==> src/rtl/menu_pkg.sv <==
// Shared types and constants for the menu pushbutton front end.
package menu_pkg;

  typedef enum logic [2:0] {
    ST_ARM     = 3'd0,
    ST_IDLE    = 3'd1,
    ST_HELD    = 3'd2,
    ST_REPEAT  = 3'd3,
    ST_RELEASE = 3'd4
  } btn_state_e;

  localparam int NUM_BTN     = 3;
  localparam int BTN_UP      = 0;
  localparam int BTN_DOWN    = 1;
  localparam int BTN_CONFIRM = 2;

  localparam int DEF_DEBOUNCE_CYCLES = 500000;
  localparam int DEF_REPEAT_DELAY    = 25000000;
  localparam int DEF_REPEAT_PERIOD   = 10000000;
  localparam int DEF_CNT_WIDTH       = 25;

  function automatic logic state_is_held(input btn_state_e st);
    logic v;
    case (st)
      ST_HELD, ST_REPEAT, ST_RELEASE: v = 1'b1;
      default:                        v = 1'b0;
    endcase
    return v;
  endfunction

  // Fixed priority up > down > confirm; losers are dropped.
  function automatic logic [NUM_BTN-1:0] arbitrate(input logic [NUM_BTN-1:0] req);
    logic [NUM_BTN-1:0] g;
    g[BTN_UP]      = req[BTN_UP];
    g[BTN_DOWN]    = req[BTN_DOWN] & ~req[BTN_UP];
    g[BTN_CONFIRM] = req[BTN_CONFIRM] & ~req[BTN_UP] & ~req[BTN_DOWN];
    return g;
  endfunction

endpackage

==> src/rtl/btn_debounce_repeat.sv <==
// One pushbutton: 2-FF synchronizer, debounce FSM and optional auto-repeat.
// o_req is a combinational request; the top level registers and arbitrates it.
module btn_debounce_repeat
  import menu_pkg::*;
#(
  parameter int DEBOUNCE_CYCLES = DEF_DEBOUNCE_CYCLES,
  parameter int REPEAT_DELAY    = DEF_REPEAT_DELAY,
  parameter int REPEAT_PERIOD   = DEF_REPEAT_PERIOD,
  parameter int CNT_WIDTH       = DEF_CNT_WIDTH,
  parameter bit REPEAT_EN       = 1'b1
) (
  input  logic clk,
  input  logic reset,
  input  logic i_raw,
  output logic o_req,
  output logic o_held
);

  localparam logic [CNT_WIDTH-1:0] CNT_ZERO = {CNT_WIDTH{1'b0}};
  localparam logic [CNT_WIDTH-1:0] CNT_ONE  = CNT_WIDTH'(1);
  localparam logic [CNT_WIDTH-1:0] CNT_MAX  = {CNT_WIDTH{1'b1}};
  localparam logic [CNT_WIDTH-1:0] DB_LAST  = CNT_WIDTH'(DEBOUNCE_CYCLES - 1);
  localparam logic [CNT_WIDTH-1:0] RD_LAST  = CNT_WIDTH'(REPEAT_DELAY - 1);
  localparam logic [CNT_WIDTH-1:0] RP_LAST  = CNT_WIDTH'(REPEAT_PERIOD - 1);

  function automatic logic [CNT_WIDTH-1:0] sat_inc(input logic [CNT_WIDTH-1:0] v);
    return (v == CNT_MAX) ? v : v + CNT_ONE;
  endfunction

  logic [1:0]           r_sync;
  btn_state_e           r_state;
  logic [CNT_WIDTH-1:0] r_cnt;
  logic [CNT_WIDTH-1:0] r_rcnt;
  logic                 r_was_repeat;
  logic                 r_held;

  logic                 w_s;
  btn_state_e           w_state_nxt;
  logic [CNT_WIDTH-1:0] w_cnt_nxt;
  logic [CNT_WIDTH-1:0] w_rcnt_nxt;
  logic                 w_was_repeat_nxt;
  logic                 w_req;

  assign w_s = r_sync[1];

  // Two-flop synchronizer for the asynchronous pin.
  always_ff @(posedge clk or posedge reset) begin
    if (reset) begin
      r_sync <= 2'b00;
    end else begin
      r_sync <= {r_sync[0], i_raw};
    end
  end

  // State, counters and held level.
  always_ff @(posedge clk or posedge reset) begin
    if (reset) begin
      r_state      <= ST_ARM;
      r_cnt        <= CNT_ZERO;
      r_rcnt       <= CNT_ZERO;
      r_was_repeat <= 1'b0;
      r_held       <= 1'b0;
    end else begin
      r_state      <= w_state_nxt;
      r_cnt        <= w_cnt_nxt;
      r_rcnt       <= w_rcnt_nxt;
      r_was_repeat <= w_was_repeat_nxt;
      r_held       <= state_is_held(w_state_nxt);
    end
  end

  // Next state and counter updates.
  always_comb begin
    w_state_nxt      = r_state;
    w_cnt_nxt        = r_cnt;
    w_rcnt_nxt       = r_rcnt;
    w_was_repeat_nxt = r_was_repeat;
    case (r_state)
      ST_ARM: begin
        if (w_s) begin
          w_cnt_nxt = CNT_ZERO;
        end else if (r_cnt == DB_LAST) begin
          w_state_nxt = ST_IDLE;
          w_cnt_nxt   = CNT_ZERO;
        end else begin
          w_cnt_nxt = sat_inc(r_cnt);
        end
      end
      ST_IDLE: begin
        if (!w_s) begin
          w_cnt_nxt = CNT_ZERO;
        end else if (r_cnt == DB_LAST) begin
          w_state_nxt      = ST_HELD;
          w_cnt_nxt        = CNT_ZERO;
          w_rcnt_nxt       = CNT_ZERO;
          w_was_repeat_nxt = 1'b0;
        end else begin
          w_cnt_nxt = sat_inc(r_cnt);
        end
      end
      ST_HELD: begin
        // The cycle that leaves HELD is the first of the release run.
        if (!w_s) begin
          w_state_nxt      = ST_RELEASE;
          w_cnt_nxt        = CNT_ONE;
          w_rcnt_nxt       = CNT_ZERO;
          w_was_repeat_nxt = 1'b0;
        end else if (REPEAT_EN && (r_rcnt == RD_LAST)) begin
          w_state_nxt = ST_REPEAT;
          w_rcnt_nxt  = CNT_ZERO;
        end else begin
          w_rcnt_nxt = sat_inc(r_rcnt);
        end
      end
      ST_REPEAT: begin
        if (!w_s) begin
          w_state_nxt      = ST_RELEASE;
          w_cnt_nxt        = CNT_ONE;
          w_rcnt_nxt       = CNT_ZERO;
          w_was_repeat_nxt = 1'b1;
        end else if (r_rcnt == RP_LAST) begin
          w_rcnt_nxt = CNT_ZERO;
        end else begin
          w_rcnt_nxt = sat_inc(r_rcnt);
        end
      end
      ST_RELEASE: begin
        if (w_s) begin
          w_state_nxt = r_was_repeat ? ST_REPEAT : ST_HELD;
          w_cnt_nxt   = CNT_ZERO;
          w_rcnt_nxt  = CNT_ZERO;
        end else if (r_cnt == DB_LAST) begin
          w_state_nxt = ST_IDLE;
          w_cnt_nxt   = CNT_ZERO;
        end else begin
          w_cnt_nxt = sat_inc(r_cnt);
        end
      end
      default: begin
        w_state_nxt      = ST_ARM;
        w_cnt_nxt        = CNT_ZERO;
        w_rcnt_nxt       = CNT_ZERO;
        w_was_repeat_nxt = 1'b0;
      end
    endcase
  end

  // Press and repeat requests.
  always_comb begin
    w_req = 1'b0;
    case (r_state)
      ST_IDLE:   w_req = w_s && (r_cnt == DB_LAST);
      ST_HELD:   w_req = w_s && REPEAT_EN && (r_rcnt == RD_LAST);
      ST_REPEAT: w_req = w_s && (r_rcnt == RP_LAST);
      default:   w_req = 1'b0;
    endcase
  end

  assign o_req  = w_req;
  assign o_held = r_held;

endmodule

==> src/rtl/menu_button_conditioner.sv <==
// Conditions the three menu pushbuttons into mutually exclusive one-cycle pulses.
module menu_button_conditioner
  import menu_pkg::*;
#(
  parameter int DEBOUNCE_CYCLES = DEF_DEBOUNCE_CYCLES,
  parameter int REPEAT_DELAY    = DEF_REPEAT_DELAY,
  parameter int REPEAT_PERIOD   = DEF_REPEAT_PERIOD,
  parameter int CNT_WIDTH       = DEF_CNT_WIDTH
) (
  input  logic       clk,
  input  logic       reset,
  input  logic       up_raw,
  input  logic       down_raw,
  input  logic       confirm_raw,
  output logic       up_btn,
  output logic       down_btn,
  output logic       confirm_btn,
  output logic [2:0] held
);

  logic [NUM_BTN-1:0] w_req;
  logic [NUM_BTN-1:0] w_held;
  logic [NUM_BTN-1:0] w_grant;
  logic [NUM_BTN-1:0] r_pulse;

  btn_debounce_repeat #(
    .DEBOUNCE_CYCLES(DEBOUNCE_CYCLES), .REPEAT_DELAY(REPEAT_DELAY),
    .REPEAT_PERIOD(REPEAT_PERIOD), .CNT_WIDTH(CNT_WIDTH), .REPEAT_EN(1'b1)
  ) u_up (
    .clk(clk), .reset(reset), .i_raw(up_raw),
    .o_req(w_req[BTN_UP]), .o_held(w_held[BTN_UP])
  );

  btn_debounce_repeat #(
    .DEBOUNCE_CYCLES(DEBOUNCE_CYCLES), .REPEAT_DELAY(REPEAT_DELAY),
    .REPEAT_PERIOD(REPEAT_PERIOD), .CNT_WIDTH(CNT_WIDTH), .REPEAT_EN(1'b1)
  ) u_down (
    .clk(clk), .reset(reset), .i_raw(down_raw),
    .o_req(w_req[BTN_DOWN]), .o_held(w_held[BTN_DOWN])
  );

  btn_debounce_repeat #(
    .DEBOUNCE_CYCLES(DEBOUNCE_CYCLES), .REPEAT_DELAY(REPEAT_DELAY),
    .REPEAT_PERIOD(REPEAT_PERIOD), .CNT_WIDTH(CNT_WIDTH), .REPEAT_EN(1'b0)
  ) u_confirm (
    .clk(clk), .reset(reset), .i_raw(confirm_raw),
    .o_req(w_req[BTN_CONFIRM]), .o_held(w_held[BTN_CONFIRM])
  );

  assign w_grant = arbitrate(w_req);

  // Registered pulse outputs.
  always_ff @(posedge clk or posedge reset) begin
    if (reset) begin
      r_pulse <= {NUM_BTN{1'b0}};
    end else begin
      r_pulse <= w_grant;
    end
  end

  assign up_btn      = r_pulse[BTN_UP];
  assign down_btn    = r_pulse[BTN_DOWN];
  assign confirm_btn = r_pulse[BTN_CONFIRM];
  assign held        = w_held;

endmodule

==> config.mk <==
export PLATFORM = sky130hd
export DESIGN_NAME = menu_button_conditioner
export DESIGN_NICKNAME = d
export VERILOG_FILES = /design/src/rtl/menu_pkg.sv /design/src/rtl/btn_debounce_repeat.sv /design/src/rtl/menu_button_conditioner.sv
export SDC_FILE = /design/constraint.sdc
export NUM_CORES = 1
export LEC_CHECK = 0
export BUFFER_PORTS_ARGS = -buffer_cell sky130_fd_sc_hd__buf_2
export CORE_MARGIN = 4
export CORE_UTILIZATION = 30
export CTS_BUF_LIST = sky130_fd_sc_hd__clkbuf_8
export CTS_CLUSTER_SIZE = 25
export DETAILED_ROUTE_END_ITERATION = 10
export PLACE_DENSITY_LB_ADDON = 0.12
export SYNTH_ARGS = -nofsm -noshare
export SYNTH_HDL_FRONTEND = slang
export SYNTH_SLANG_ARGS = --single-unit
==> constraint.sdc <==
create_clock -name clk -period 6.7 [get_ports clk]
set_input_delay 0.335 -clock clk [delete_from_list [all_inputs] [get_ports clk]]
set_output_delay 0.335 -clock clk [all_outputs]
set_load 0.005 [all_outputs]
-- Word level (Yosys, flattened, before mapping)
Index checks and enable logic that the tools add are counted.
- register bits after elaboration: 174
- latch bits: 0
- bits in writable memories: 0
- ROM bits: 0
- input port bits: 5
- output and inout bits: 6
- memories kept: 0
- $add $sub $neg: 6
- $mul: 0
- div/mod/pow operators: 0
- order comparisons: 0
- equal/unequal tests: 53
- shift-type cells: 0
- mux-type cells: 93
- bitwise logic cells: 11
- reductions and logical operators: 26
- operator list (operator ; count):
    two-way mux 25 bit ; 38
    case mux 25 bit (5 select lines) ; 3
    case mux 25 bit (3 select lines) ; 3
    == test 25 bit, second input constant ; 8
    adder 25 x 1 -> 25 bit, second input constant ; 6
    == test 25 x 19 -> 1 bit, second input constant ; 3
    == test 25 x 24 -> 1 bit, second input constant ; 3
    two-way mux 3 bit ; 22
    == test 3 x 2 -> 1 bit, second input constant ; 12
    case mux 3 bit (5 select lines) ; 2
    == test 3 bit, second input constant ; 6
    two-way mux 1 bit ; 18
    inequality test 2 x 1 -> 1 bit, second input constant ; 9
    inequality test 2 bit, second input constant ; 9
    AND reduction 5 bit ; 3
    case mux 1 bit (4 select lines) ; 3
    case mux 3 bit (4 select lines) ; 1
    AND reduction 4 bit ; 3
    OR reduction 2 bit ; 6
    == test 3 x 1 -> 1 bit, second input constant ; 3
    zero test 3 bit ; 3
    OR reduction 3 bit ; 3
    logical AND 1 bit ; 8
    inverter 1 bit ; 8
    3 further kinds ; 6

-- Longest topological paths before layout
Gate-level depths: netlist of run 1.
- word-level depth: 7
- mapped depth: 10
- mapped depth without buffers: 7

-- Modules after synthesis
A second synthesis of run 1 with hierarchy kept.
- cell total of the unflattened synthesis: 1192
- area total of the unflattened synthesis: 10887.9 sq um
- modules (own cells, without submodules) (module ; times used ; cells an instance ; area an instance (sq um)):
    btn_debounce_repeat at u_up ; 1 ; 397 ; 3681.0
    btn_debounce_repeat at u_down ; 1 ; 399 ; 3559.7
    btn_debounce_repeat at u_confirm ; 1 ; 390 ; 3549.7
    menu_button_conditioner ; 1 ; 6 ; 97.6

-- Worst setup path after synthesis of run 1
Ideal clock, no wire load.
- path kind: register to register
- start point: register u_down.r_rcnt[11]
- end point: register u_down.r_rcnt[24]
- library setup time: 0.121 ns
- data arrival time: 2.216 ns
- slack: 4.363 ns
- cell stages (with the launch flop): 8
- clock period less this slack: 2.337 ns
- path through: dfrtp_1 > or4_1 > or4_1 > o311ai_2 > a21oi_1 > a21oi_2 > buf_4 > nor2_1
- longest elaborated chain between the ends: 5
- elaborated cells between the ends (all ways): 10
- classes of those cells: 1 x add/sub; 3 x eq/ne; 6 x mux
- ends and longest elaborated chain (what ; RTL line ; RTL):
    from (decl) ; btn_debounce_repeat.sv:33 ; logic [CNT_WIDTH-1:0] r_rcnt;
    from (signal assigned) ; btn_debounce_repeat.sv:66 ; r_rcnt <= w_rcnt_nxt;
    adder 25 x 1 -> 25 bit / == test 25 bit (equally long branches) ; btn_debounce_repeat.sv:27 ; return (v == CNT_MAX) ? v : v + CNT_ONE;
    two-way mux 25 bit ; btn_debounce_repeat.sv:27 ;
    two-way mux 25 bit (on tied branches) ; btn_debounce_repeat.sv:121, btn_debounce_repeat.sv:108 ;
    two-way mux 25 bit (on tied branches) ; btn_debounce_repeat.sv:116, btn_debounce_repeat.sv:103 ;
    case mux 25 bit (5 select lines) * ; btn_debounce_repeat.sv:78 ; case (r_state)
Mark *: on every way between the ends. The rest lies on a longest branch, timed or not.
A chain may end at the register's enable or synchronous reset.

-- Final worst setup path of run 1
- start point: register u_down.r_rcnt[18]
- end point: register u_down.r_rcnt[21]
Same word-level chain as after synthesis.

==> results of run 1 <==
layout make-up:
| class | instances | area share |
|---|---|---|
| multi-input combinational | 931 | 0.498 |
| sequential | 174 | 0.389 |
| tap | 448 | 0.0501 |
| clock buffer | 18 | 0.0222 |
| clock inverter | 13 | 0.0167 |
| timing repair buffer | 24 | 0.0145 |
| inverter | 26 | 0.00940 |
power groups by stage:
stage	logic, mW	registers (mW)	clock network [mW]
after floorplan	0.0577	1.09	0
after global placement	0.0755	1.10	0
after detailed placement	0.0756	1.10	0
after CTS	0.0775	1.08	0.871
after global routing	0.0895	1.08	0.906
final	0.0745	1.08	0.830
worst max-delay path, stage by stage, from the launching register on:
cell and delay [ps]:
dfrtp_1 460, or4_1 530, or4_1 530, o311ai_2 280, a21oi_1 150, a21oi_2 860
nor3_1 150
sequential cells by signal (all words and copies together) (netlist names):
name and cells:
u_down.r_state 3, r_pulse 3, u_confirm.r_cnt 25, u_up.r_cnt 25, u_up.r_sync 2, u_confirm.o_held 1, u_down.r_rcnt 25, u_down.r_was_repeat 1
u_up.o_held 1, u_confirm.r_state 3, u_up.r_was_repeat 1, u_up.r_rcnt 25, u_confirm.r_sync 2, u_up.r_state 3, u_down.r_cnt 25, u_confirm.r_was_repeat 1
u_down.o_held 1, u_confirm.r_rcnt 25, u_down.r_sync 2
layer usage:
metal,GRT usage,vias up,share of wire
li1,-,4475,-
met1,0.199,4442,0.50
met2,0.225,121,0.45
met3,0.0320,25,0.031
met4,0.0362,0,0.014
met5,0,-,0
cell usage in the layout, fill, tap and decap left out, drive strengths merged, types with 6 or more instances in the layout:
cell	count
o2111ai	9
o22ai	7
nor4	25
nand3b	6
nor3	30
xor2	26
nor2	97
o211ai	9
and3	29
a22o	6
and4	20
nand2	123
buf	21
nand4	47
nand2b	10
xnor2	11
or4	14
and2	20
o31ai	25
inv	28
a21oi	75
clkbuf	18
a31oi	36
o21ai	108
mux2i	6
a2111oi	8
or3	19
or2	7
a41oi	10
nor2b	10
dfrtp	174
nand3	60
ha	6
nor4b	9
through the flow:
stage | std cells | utilization | cell area, um^2 | hold WS, ps | setup WS, ps
floorplan | 1197 | - | 10300 | 331 | 1650
global placement | 1600 | 0.318 | 10700 | 339 | 3550
detailed placement | 1600 | 0.318 | 10700 | 347 | 3550
CTS | 1634 | 0.332 | 11200 | 40.6 | 3510
global route | 1634 | 0.332 | 11200 | 76.4 | 3310
finish | 1634 | 0.332 | 11200 | 31.7 | 3570
how the worst min path moves through the flow:
stage	startpoint	endpoint	slack (ps)	cells past startpoint
floorplan	u_confirm.r_sync[0]	u_confirm.r_sync[1]	330	0
global placement	u_confirm.r_sync[0]	u_confirm.r_sync[1]	340	0
detailed placement	u_confirm.r_sync[0]	u_confirm.r_sync[1]	350	0
CTS	reset	u_confirm.r_sync[1]	40	2
global route	reset	u_confirm.r_sync[1]	80	2
finish	reset	u_confirm.o_held	30	2
kinds of logic after synthesis:
kind of cell | Yosys count
flip-flops | 174
AND/OR/NAND/NOR | 538
multiplexers | 6
buffers and inverters | 92
XOR/XNOR | 37
AO/OA/AOI/OAI | 344
adder cells (fa/ha/maj) | 6
==> flow_summary_export.csv, run 1 <==
group,metric,value,unit
synthesis,synth_edf_count,0,
timing,fmax,0.319,GHz
cts,cts_setup_buffers,0,
timing,finalSetupViolCount,0,
synthesis,syn_area_per_cell,8.62,um^2
cts,postCtsHoldBufs,3,
cells_and_area,syn_to_final_growth,8.34,%
route,post-route-drc-count,0,
synthesis,yosys_warnings,0,
global_routing,overflow,0,
floorplanning,die-area,37400,um^2
cells_and_area,antenna_cells,0,
synthesis,syn-num-nets,1208,
floorplanning,core_area,33700,um^2
timing,hold_viol,0,
critical_path,endpoint,"u_down.r_rcnt[21]",
route,drtPass1Iterations,5,
critical_path,rr_endpoint,"u_down.r_rcnt[21]",
cts,cts_max_level,4,
synthesis,synth_most_common_cell,"dfrtp_1",
synthesis,synthAdderAreaFrac,0.00727,
cells_and_area,drive_above_1_share,0.0683,
power,pwr-share-comb,0.038,
synthesis,synthXorXnorAreaFrac,0.0314,
power,powerDensity,177,nW/um^2
timing,grt_setup_unrepaired,"false",
route,wl_per_cell,16.2,um
power,vdd_drop_max,0.120,mV
floorplanning,die_y,194,um
critical_path,worstPathArrival,3440,ps
power,p_int,1.50,mW
synthesis,synth-compound-area-share,0.216,
power,power_frac_clock,0.419,
route,vias,9063,
synthesis,synth.distinct_cells,78,
global_routing,grt_pass1_vias,8860,
synthesis,synthArstFlopShare,1.00,
timing,tightestPinTransition,1170,ps
status,status,"finished clean",
floorplanning,rows,67,
floorplanning,dieWidth,194,um
synthesis,synth.mux.area_fraction,0.00582,
cts,root_buffer,"clkbuf_8",
timing,slew_headroom,0.219,
cts,worstSkewPairLatency,480,ps
floorplanning,pin_count,11,
cells_and_area,nFillCells,3531,
power,swShare,0.241,
synthesis,synth-seq-cells,174,
global_routing,antenna_found_initial,0,
critical_path,critPathMaxFanout,24,
synthesis,yosys.area_share.simple,0.277,
power,power,1.98,mW
critical_path,reg2reg_depth,6,
synthesis,netlist_top_cells_area,"dfrtp_1 42%, o21ai_0 4.9%, nand2_1 4.5%",
synthesis,yosysTopAreaCellShare,0.422,
synthesis,netlist_instances,1197,
global_routing,grt_max_degree,116,
timing,fin_crit_sh,0.467,
critical_path,cp-end-kind,"flip-flop",
synthesis,synth_common_cells,"174 x dfrtp_1, 123 x nand2_1, 102 x o21ai_0, 97 x nor2_1, 71 x a21oi_1",
route,drt_iter0_markers,614,
synthesis,synth_top_family_by_area,"simple AND/OR/NAND/NOR gates",
route,routed_wl,26500,um
cells_and_area,layout.nets,1185,
cts,cts_made_buffers,17,
floorplanning,initial_core_util,0.306,
critical_path,crit_type,"reg2reg",
place,dp_hpwl,17800,um
route,ant_nets,0,
cts,max-clock-path-buffers,2,
cts,path_clk_slew,100,ps
place,place_congestion,0.809,
timing,maxSlewViolCount,0,
cts,tritoncts,"yes",
route,routed_via_density,5.55,
cells_and_area,multiInputGateArea,5570,um^2
timing,period_minus_slack,3130,ps
hold_path,hold_path_class,"in2async",
power,p_seq_frac,0.543,
global_routing,grt_pass1_wl,45900,um
synthesis,syn-cell-area,10300,um^2
cts,ctsResizeCount,0,
critical_path,r2r_slack,3570,ps
synthesis,synth_top_cell_by_area,"dfrtp_1",
power,p_sw,0.478,mW
critical_path,startpoint,"u_down.r_rcnt[18]",
cells_and_area,final-seq-area,4350,um^2
critical_path,rr_startpoint,"u_down.r_rcnt[18]",
synthesis,yosysSeqAreaShare,0.422,
job,drv_cap,0,
timing,finalSetupTns,0,ps
critical_path,critPathLaunchType,"flip-flop",
cts,clock-sinks,174,
critical_path,worst_ep_required_time,7010,ps
global_routing,grt.total_usage,0.143,
synthesis,synth_ff_type,"dfrtp_1",
power,p_leak,4.40,nW
place,port_buffers,10,
timing,skew,15.5,ps
Note: power is estimated with default switching activity, not from simulation.
==> inputs of run 2 (changes only) <==
==> constraint.sdc (replaced) <==
create_clock -name clk -period 3 [get_ports clk]
set_input_delay 0.15 -clock clk [delete_from_list [all_inputs] [get_ports clk]]
set_output_delay 0.15 -clock clk [all_outputs]
set_load 0.005 [all_outputs]
==> run 2 against run 1 <==
Compared with the run above: design area is 2.1% higher; clock skew is 1.5 ps higher; largest power group unchanged; clock-buffer cell count is 2 higher; final cell count is 1.7% higher; critical path depth is 1 higher; sequential share of layout area is 0.81 points lower; global-route usage is 0.70 points higher; via count is 2.1% higher; first-iteration DRC count is 8.0% higher; sequential power is 120% higher; power is 120% higher.
==> flow_summary_export.csv, run 2 (synthesis gave the netlist of run 1 again) <==
group,metric,value,unit
status,status,"finished clean",
route,routed_via_density,5.56,
power,p_leak,4.54,nW
cells_and_area,final_cell_mix,"174 x dfrtp_1, 123 x nand2_1, 101 x o21ai_0",
floorplanning,initial_core_util,0.306,
timing,grt_setup_unrepaired,"false",
timing,fin_crit_sh,0.919,
timing,finalSetupViolCount,0,
route,drtPass1Iterations,5,
timing,fmax,0.363,GHz
global_routing,grt_pass1_wl,47800,um
floorplanning,dieWidth,194,um
route,wl_per_cell,16.7,um
cells_and_area,stdcell_area,11400,um^2
cts,clock-sinks,174,
cts,max-clock-path-buffers,2,
global_routing,grt.met1_usage,0.221,
power,power,4.41,mW
cells_and_area,nFillCells,3548,
power,powerDensity,386,nW/um^2
route,routed_wl,27700,um
place,place_congestion,0.838,
critical_path,critPathMaxFanout,22,
power,p_int,3.33,mW
critical_path,rr_startpoint,"u_confirm.r_cnt[0]",
critical_path,worst_ep_required_time,3410,ps
hold_path,hold_path_class,"in2reg",
cts,path_clk_slew,90,ps
cts,ctsResizeCount,0,
timing,maxSlewViolCount,0,
cells_and_area,syn_to_final_growth,10.7,%
power,vdd_drop_max,0.274,mV
cells_and_area,mostFrequentLayoutCell,"dfrtp_1",
critical_path,critPathLaunchType,"flip-flop",
cts,cts_setup_buffers,0,
power,p_seq_frac,0.544,
floorplanning,rows,67,
global_routing,grtUsageMet3,0.0263,
cells_and_area,layout.nets,1212,
cells_and_area,antenna_cells,0,
place,dp_hpwl,18800,um
place,port_buffers,10,
power,power_frac_clock,0.415,
timing,hold_viol,0,
cts,tritoncts,"yes",
critical_path,worstPathArrival,3160,ps
floorplanning,core_area,33700,um^2
timing,skew,17.0,ps
cells_and_area,drive_above_1_share,0.0881,
global_routing,gr-usage-met2,0.228,
global_routing,antenna_found_initial,1,
timing,period_minus_slack,2760,ps
timing,tightestPinTransition,1140,ps
cells_and_area,final_cells,1662,
floorplanning,pin_count,11,
global_routing,grt.total_usage,0.150,
floorplanning,die-area,37400,um^2
route,vias,9249,
timing,final.setup.worst_slack,244,ps
cts,root_buffer,"clkbuf_8",
hold_path,min-delay-start,"confirm_raw",
critical_path,crit_type,"reg2reg",
global_routing,grt_pass1_vias,9064,
route,post-route-drc-count,0,
cts,cts_made_buffers,17,
critical_path,cp-end-kind,"flip-flop",
power,swShare,0.246,
global_routing,grt_max_degree,55,
power,pwr-share-comb,0.041,
route,drt_iter0_markers,663,
route,ant_nets,0,
cts,worstSkewPairLatency,480,ps
global_routing,gr-max-usage-layer,"met2",
job,drv_cap,0,
place,dp_slack,294,ps
place,placed_cell_area,10900,um^2
critical_path,startpoint,"u_confirm.r_cnt[0]",
timing,finalSetupTns,0,ps
cts,cts_max_level,4,
global_routing,overflow,0,
floorplanning,die_y,194,um
power,p_sw,1.09,mW
place,dp_cells,1626,
timing,slew_headroom,0.243,
==> run 2: cell count changes in the layout (fill, tap and decap cells not counted) <==
cell,previous run,this run
buf_12,0,3
dlygate4sd3_1,3,4
clkinvlp_4,3,5
buf_4,11,34
clkinv_2,3,0
clkinv_4,0,2
inv_1,24,25
clkbuf_8,18,20
bufinv_16,4,3
inv_8,2,0
==> run 2: timing repair <==
action	CTS	global route
hold endpoints to repair	26	0
endpoints found under the setup margin	0	0
hold buffers	4	0
==> run 2: layout make-up <==
class / instances / area [um^2] / area share
multi-input cells: 931 / 5570 / 0.487
clock inverters: 12 / 159 / 0.0139
repair buffers: 51 / 405 / 0.0355
well taps: 448 / 561 / 0.0491
flip-flops and latches: 174 / 4350 / 0.381
inverters: 26 / 101 / 0.00887
clock buffers: 20 / 275 / 0.0241
==> run 2: power by group through the flow <==
stage	Sequential, mW	Clock [mW]	Combinational, mW
finish	2.40	1.83	0.181
floorplan	2.44	0	0.129
detailed placement	2.45	0	0.185
global placement	2.45	0	0.183
global route	2.41	2.01	0.212
CTS	2.40	1.92	0.189
==> run 2: per-stage QoR <==
stage           util  hold slack, ps
2_1_floorplan      -             181
3_3_place_gp   0.325             264
3_5_place_dp   0.325             261
4_1_cts        0.339             263
5_1_grt        0.339             277
6_report       0.339             311
==> run 2: layer usage <==
metal  part of all wire  routed length [um]  vias to the layer above
met1               0.51               14100                     4549
met5                  0                   0                        -
met3              0.036                1000                       19
met4              0.010                 286                        0
li1                   -                   -                     4520
met2               0.45               12300                      161
==> run 2: worst paths after layout <==
path,cells past startpoint,slack (ps),end
max,7,240,u_confirm.r_rcnt[7]
max in group asynchronous,4,1850,u_down.r_rcnt[21]
max reg2reg,7,240,u_confirm.r_rcnt[7]
min in group asynchronous,3,330,u_confirm.r_rcnt[9]
min,2,310,u_confirm.r_sync[0]
min reg2reg,0,350,u_up.r_sync[1]
==> run 2: critical path, cell delays in order, from the launching register on <==
cell,delay [ps]
dfrtp_1,400
ha_1,220
and4_1,320
nand4_1,290
nor3_2,520
o21ai_4,250
or4_1,540
a21oi_2,140
